`src/rtl/fetch_redirect_unit.sv`:
```
// rtl/fetch_redirect_unit.sv - instruction fetch front end with redirect flush and stale-response drop
// Optional FETCH_PERF_EN adds perf_redirect_cnt / perf_drop_cnt outputs.
module fetch_redirect_unit #(
  parameter logic [31:0] RESET_PC = 32'h0000_0000,
  parameter int          FQ_DEPTH = 4
) (
  input  logic        clk,
  input  logic        rst_n,
  input  logic        flow_change,
  input  logic [31:0] br_addr,
  input  logic        stall,
  output logic        imem_req_valid,
  input  logic        imem_req_ready,
  output logic [31:0] imem_req_addr,
  input  logic        imem_rsp_valid,
  input  logic [31:0] imem_rsp_data,
  output logic        if_valid,
  output logic [31:0] if_instr,
  output logic [31:0] if_pc
`ifdef FETCH_PERF_EN
  ,
  output logic [31:0] perf_redirect_cnt,
  output logic [31:0] perf_drop_cnt
`endif
);

  localparam int AW = $clog2(FQ_DEPTH);
  localparam int CW = AW + 1;
  localparam int UW = CW + 1;

  logic [31:0]   fetch_pc;
  logic [31:0]   rsp_pc;
  logic [CW-1:0] out_cnt;
  logic [CW-1:0] drop_cnt;
  logic [CW-1:0] q_cnt;
  logic [AW-1:0] wr_ptr;
  logic [AW-1:0] rd_ptr;
  logic [31:0]   q_pc    [FQ_DEPTH];
  logic [31:0]   q_instr [FQ_DEPTH];

  logic [UW-1:0] used;
  logic [31:0]   redirect_pc;
  logic          req_fire;
  logic          rsp_ok;
  logic          push;
  logic          pop;
  logic          drop_evt;

  // Credit covers both in-flight requests and queued entries, so a push never finds the queue full.
  assign used           = {1'b0, out_cnt} + {1'b0, q_cnt};
  assign imem_req_valid = rst_n && !flow_change && (used < UW'(FQ_DEPTH));
  assign imem_req_addr  = fetch_pc;
  assign req_fire       = imem_req_valid && imem_req_ready;

  // A response with nothing outstanding is a protocol violation and is ignored outright.
  assign rsp_ok      = imem_rsp_valid && (out_cnt != '0);
  assign drop_evt    = rsp_ok && (flow_change || (drop_cnt != '0));
  assign push        = rsp_ok && !flow_change && (drop_cnt == '0);
  assign redirect_pc = {br_addr[31:2], 2'b00};

  assign if_valid = (q_cnt != '0) && !flow_change;
  assign if_pc    = q_pc[rd_ptr];
  assign if_instr = q_instr[rd_ptr];
  assign pop      = if_valid && !stall;

  always_ff @(posedge clk or negedge rst_n) begin
    if (!rst_n) begin
      fetch_pc <= RESET_PC;
      rsp_pc   <= RESET_PC;
      out_cnt  <= '0;
      drop_cnt <= '0;
      q_cnt    <= '0;
      wr_ptr   <= '0;
      rd_ptr   <= '0;
    end else begin
      out_cnt <= out_cnt + CW'(req_fire) - CW'(rsp_ok);
      if (flow_change) begin
        // Every request still in flight after this cycle belongs to the old path.
        fetch_pc <= redirect_pc;
        rsp_pc   <= redirect_pc;
        drop_cnt <= out_cnt - CW'(rsp_ok);
        q_cnt    <= '0;
        wr_ptr   <= '0;
        rd_ptr   <= '0;
      end else begin
        if (req_fire) begin
          fetch_pc <= fetch_pc + 32'd4;
        end
        if (rsp_ok && (drop_cnt != '0)) begin
          drop_cnt <= drop_cnt - 1'b1;
        end
        if (push) begin
          wr_ptr <= wr_ptr + 1'b1;
          rsp_pc <= rsp_pc + 32'd4;
        end
        if (pop) begin
          rd_ptr <= rd_ptr + 1'b1;
        end
        q_cnt <= q_cnt + CW'(push) - CW'(pop);
      end
    end
  end

  always_ff @(posedge clk or negedge rst_n) begin
    if (!rst_n) begin
      for (int i = 0; i < FQ_DEPTH; i++) begin
        q_pc[i]    <= RESET_PC;
        q_instr[i] <= '0;
      end
    end else if (push) begin
      q_pc[wr_ptr]    <= rsp_pc;
      q_instr[wr_ptr] <= imem_rsp_data;
    end
  end

`ifdef FETCH_PERF_EN
  always_ff @(posedge clk or negedge rst_n) begin
    if (!rst_n) begin
      perf_redirect_cnt <= '0;
      perf_drop_cnt     <= '0;
    end else begin
      perf_redirect_cnt <= perf_redirect_cnt + 32'(flow_change);
      perf_drop_cnt     <= perf_drop_cnt + 32'(drop_evt);
    end
  end
`endif

endmodule
```
`config.mk`:
```
export PLATFORM = sky130hd
export DESIGN_NAME = fetch_redirect_unit
export DESIGN_NICKNAME = d
export VERILOG_FILES = /design/src/rtl/fetch_redirect_unit.sv
export SDC_FILE = /design/constraint.sdc
export NUM_CORES = 1
export LEC_CHECK = 0
export CAP_MARGIN = 20
export CELL_PAD_IN_SITES_DETAIL_PLACEMENT = 0
export CELL_PAD_IN_SITES_GLOBAL_PLACEMENT = 1
export CORE_MARGIN = 4
export CORE_UTILIZATION = 42
export DETAILED_ROUTE_END_ITERATION = 12
export PLACE_DENSITY = 0.8
export SLEW_MARGIN = 10
export SYNTH_ARGS = -nofsm -noshare
export SYNTH_HDL_FRONTEND = slang
export SYNTH_SLANG_ARGS = --single-unit
```
`constraint.sdc`:
```
create_clock -name clk -period 3.4 [get_ports clk]
set_input_delay 0.34 -clock clk [delete_from_list [all_inputs] [get_ports clk]]
set_output_delay 0.34 -clock clk [all_outputs]
set_load 0.01 [all_outputs]
```
==> qor.csv <==
stage,metric,value,unit
floorplan,number of placement rows,68,
timing,Max Fclk,0.336,GHz
power_and_ir_drop,sw frac,0.275,
power_and_ir_drop,fraction of power consumed by sequential logic,0.400,
floorplan,floorplan die area,0.0384,mm2
worst_setup_path,"critical path fanouts, max",28,
grt,initial antenna violation count,0,
route,count of unresolved DRC violations after routing,0,
timing,"Worst Setup Slack, final",0.422,ns
timing,Slew HR,0.370,
synthesis,count of distinct cell types in the synthesized netlist,42,
timing,final-layout setup total negative slack,0,ns
timing,worst-case clock skew,0.0115,ns
cells_and_area,diode insertion count for antenna repair,0,
clocking,CTS-repair resized insts,0,
power_and_ir_drop,Cell Int Power,9.52,mW
route,detail-routed via count per cell,5.47,
run_status,outcome,completed,
clocking,insertion delay of the later-clocked pin in the worst-skew pair,0.50,ns
timing,final-report max-slew violation count,0,
synthesis,post-synthesis compound-gate area fraction,0.0302,
floorplan,Chip Height,196,um
clocking,Longest Clk Path Bufs,3,
synthesis,share of synthesized area occupied by flip-flops and latches,0.542,
route,"wirelength, routed",34.3,mm
clocking,register clock-pin slew on the reported worst setup and hold paths,0.06,ns
synthesis,count of mapped cells out of synthesis,1061,
synthesis,combinational family with the most area after synthesis,multiplexers,
grt,remaining global-route overflow,0,
timing,fraction of the cycle the final worst path needs,0.876,
synthesis,adder and majority cell fraction of the synthesized area,0.0162,
synthesis,combined area of all synthesized cells,0.0148,mm2
synthesis,multiplexer area fraction after synthesis,0.293,
floorplan,core region area,0.0347,mm2
placed_design,HPWL Detailed,22.5,mm
floorplan,number of I/O pins,168,
synthesis,XOR/XNOR share of the synthesized area,0.0266,
timing,final number of setup-violating endpoints,0,
placed_design,number of input and output port buffers inserted,161,
clocking,maximum level of the CTS H-tree,2,
worst_setup_path,"Req. time, crit path",3.06,ns
synthesis,asr flop ratio synth,1.00,
power_and_ir_drop,total power density per cell area,721,mW/mm2
worst_setup_path,startpoint-to-endpoint class of the critical path,flop to output pin,
route,Initial DRT Pass Iterations,4,
placed_design,Post-DP Area,0.0170,mm2
hold_path,hold depth,5,
route,average wire per cell in the routed design,20.2,um
floorplan,horizontal extent of the die,196,um
worst_setup_path,worst endpoint data arrival time,2.64,ns
power_and_ir_drop,leakage power,8.01,nW
grt,vias in the first global route,9923,
synthesis,prevailing post-synth register cell,sky130_fd_sc_hd__dfrtp_1,
power_and_ir_drop,net switching power,3.62,mW
timing,minimum hold slack,0.412,ns
timing,unrepaired setup endpoints after global routing,no,
cells_and_area,"Non-Filler Cell Area, Final",0.0182,mm2
grt,pin count of the biggest net entering global routing,82,
clocking,number of clock buffers inserted by TritonCTS,36,
synthesis,Synth Register Bits,321,
worst_setup_path,CP endpoint kind,output pin,
floorplan,Initial Util,0.427,
power_and_ir_drop,combinational power share,0.301,
timing,total count of hold-check failures in the final report,0,
clocking,clock tree sinks,321,
worst_setup_path,Critical Path Start Type,flop,
job,Max Cap Violations,0,
cells_and_area,P&R area growth vs syn,23.0,%
timing,final critical delay including setup and external delays,2.98,ns
grt,GRT Overall Usage,0.179,
power_and_ir_drop,clock group share of total power,0.299,
cells_and_area,share of post-route cells with drive strength above 1,0.335,
clocking,clock tree from TritonCTS,built,
worst_setup_path,R2R cell count,10,
cells_and_area,Final nets,1311,
hold_path,min-delay worst type,input pin to flop,
synthesis,simple-gate share of the synthesized area,0.0660,
grt,wire length of the first global-routing pass,55.5,mm
synthesis,Synthesis Warnings,0,
timing,slew at the pin closest to its max-slew limit,0.941,ns
placed_design,weighted congestion reported at the end of routability-driven placement,0.800,
cells_and_area,final core utilization,0.525,
synthesis,number of enable-type register cells in the synthesized netlist,0,
route,number of nets with antenna violations after detailed routing,0,
power_and_ir_drop,VDD IR-drop max,0.536,mV
route,DR iter-0 viols,398,
clocking,buffer cell driving the clock tree root,sky130_fd_sc_hd__clkbuf_16,
synthesis,syn_area_per_cell,14.0,um2
route,vias,9288,
placed_design,Setup Slack @ Placement,0.474,ns
cell usage in the layout, fill, tap and decap left out, types with 14 or more instances in the layout:
master,instances
sky130_fd_sc_hd__dfrtp_1,319
sky130_fd_sc_hd__xnor2_1,17
sky130_fd_sc_hd__nor2_1,25
sky130_fd_sc_hd__mux4_2,62
sky130_fd_sc_hd__nand2_1,55
sky130_fd_sc_hd__clkbuf_16,37
sky130_fd_sc_hd__inv_1,21
sky130_fd_sc_hd__clkdlybuf4s50_1,159
sky130_fd_sc_hd__ha_1,16
sky130_fd_sc_hd__nand4_1,22
sky130_fd_sc_hd__mux2_2,258
sky130_fd_sc_hd__nand3_1,35
sky130_fd_sc_hd__o21ai_0,37
sky130_fd_sc_hd__o211ai_1,14
sky130_fd_sc_hd__buf_4,20
sky130_fd_sc_hd__xor2_1,28
routing by layer:
metal | global-route usage | up-vias | part of all wire
met2 | 0.299 | 142 | 0.49
met4 | 0.0453 | 0 | 0.023
met3 | 0.0264 | 52 | 0.032
met1 | 0.249 | 4907 | 0.45
met5 | 0 | - | 0
li1 | - | 4187 | -
layout make-up:
cell class	instances	area, um2
clock buffer	50	1040
multi-input combinational	652	6430
tap	455	569
inverter	22	82.6
fill	2942	16500
sequential	321	8040
clock inverter	9	145
timing repair buffer	190	1930
metrics by stage:
stage	cells	power (mW)
2_1_floorplan	1064	7.44
3_3_place_gp	1638	9.24
3_5_place_dp	1638	9.36
4_1_cts	1698	13.4
5_1_grt	1699	13.9
6_report	1699	13.1
synthesized netlist by cell type, types with 3 or more instances:
cell type | instances | area share
sky130_fd_sc_hd__dfrtp_1 | 321 | 0.54
sky130_fd_sc_hd__mux2_2 | 258 | 0.20
sky130_fd_sc_hd__mux4_2 | 62 | 0.094
sky130_fd_sc_hd__nand2_1 | 55 | 0.014
sky130_fd_sc_hd__o21ai_0 | 37 | 0.012
sky130_fd_sc_hd__nand3_1 | 35 | 0.012
sky130_fd_sc_hd__clkbuf_1 | 31 | 0.0078
sky130_fd_sc_hd__xor2_1 | 28 | 0.017
sky130_fd_sc_hd__buf_2 | 27 | 0.0091
sky130_fd_sc_hd__nor2_1 | 25 | 0.0063
sky130_fd_sc_hd__nand4_1 | 22 | 0.0093
sky130_fd_sc_hd__inv_1 | 21 | 0.0053
sky130_fd_sc_hd__xnor2_1 | 17 | 0.010
sky130_fd_sc_hd__ha_1 | 16 | 0.013
sky130_fd_sc_hd__o211ai_1 | 14 | 0.0071
sky130_fd_sc_hd__and3_1 | 12 | 0.0051
sky130_fd_sc_hd__nor3_1 | 9 | 0.0030
sky130_fd_sc_hd__buf_1 | 7 | 0.0018
sky130_fd_sc_hd__nor4_1 | 6 | 0.0025
sky130_fd_sc_hd__a21boi_0 | 5 | 0.0025
sky130_fd_sc_hd__a31oi_1 | 4 | 0.0017
sky130_fd_sc_hd__buf_4 | 4 | 0.0020
sky130_fd_sc_hd__mux2i_1 | 4 | 0.0027
sky130_fd_sc_hd__nand3b_1 | 4 | 0.0020
sky130_fd_sc_hd__nor2b_1 | 4 | 0.0017
sky130_fd_sc_hd__o311ai_0 | 4 | 0.0024
sky130_fd_sc_hd__or4_1 | 4 | 0.0020
sky130_fd_sc_hd__a31o_2 | 3 | 0.0018
sky130_fd_sc_hd__or3_1 | 3 | 0.0013
worst paths after layout:
path | startpoint | end | slack [ns]
min in group asynchronous | rst_n | q_pc[122]$_DFFE_PN0P_ | 0.54
worst min-delay path | flow_change | imem_req_addr[13]$_DFFE_PN0P_ | 0.41
worst max-delay path | rd_ptr[0]$_DFFE_PN0P_ | if_pc[24] | 0.42
worst max register to register | out_cnt[2]$_DFF_PN0_ | out_cnt[2]$_DFF_PN0_ | 0.48
max in group asynchronous | rst_n | rd_ptr[0]$_DFFE_PN0P_ | 1.31
worst min register to register | q_pc[46]$_DFFE_PN0P_ | q_pc[46]$_DFFE_PN0P_ | 0.50
sequential cells by signal, summed over array words and instances, names as in the netlist:
register,count
out_cnt,3
drop_cnt,3
imem_req_addr,30
wr_ptr,2
q_instr,128
q_pc,120
rsp_pc,30
rd_ptr,2
q_cnt,3
repair_timing:
| action | in CTS | in global routing |
|---|---|---|
| hold buffers | 1 | 0 |
| buffers inserted | 0 | 0 |
| hold endpoints to repair | 42 | 0 |
power by group through the flow:
stage / clock, mW / combinational [mW] / sequential (mW)
finish: 3.92 / 3.96 / 5.26
global route: 4.20 / 4.29 / 5.38
CTS: 4.04 / 4.05 / 5.27
detailed placement: 0 / 4.04 / 5.32
global placement: 0 / 3.97 / 5.27
floorplan: 0 / 2.37 / 5.07
cell families (layout without fill, tap and decap cells):
family          after synthesis  after routing
buf+inv                      91            271
other cells                   1              4
xor+xnor                     45             45
flops                       321            321
mux                         324            324
simple gates                189            189
compound gates               72             72
fa+ha+maj                    18             18
critical path: stages (launching register included):
cell and delay (ns):
sky130_fd_sc_hd__dfrtp_4 0.70, sky130_fd_sc_hd__buf_12 0.31, sky130_fd_sc_hd__mux4_2 0.54, sky130_fd_sc_hd__clkdlybuf4s50_1 0.55
Power figures use the tool's default switching activity.
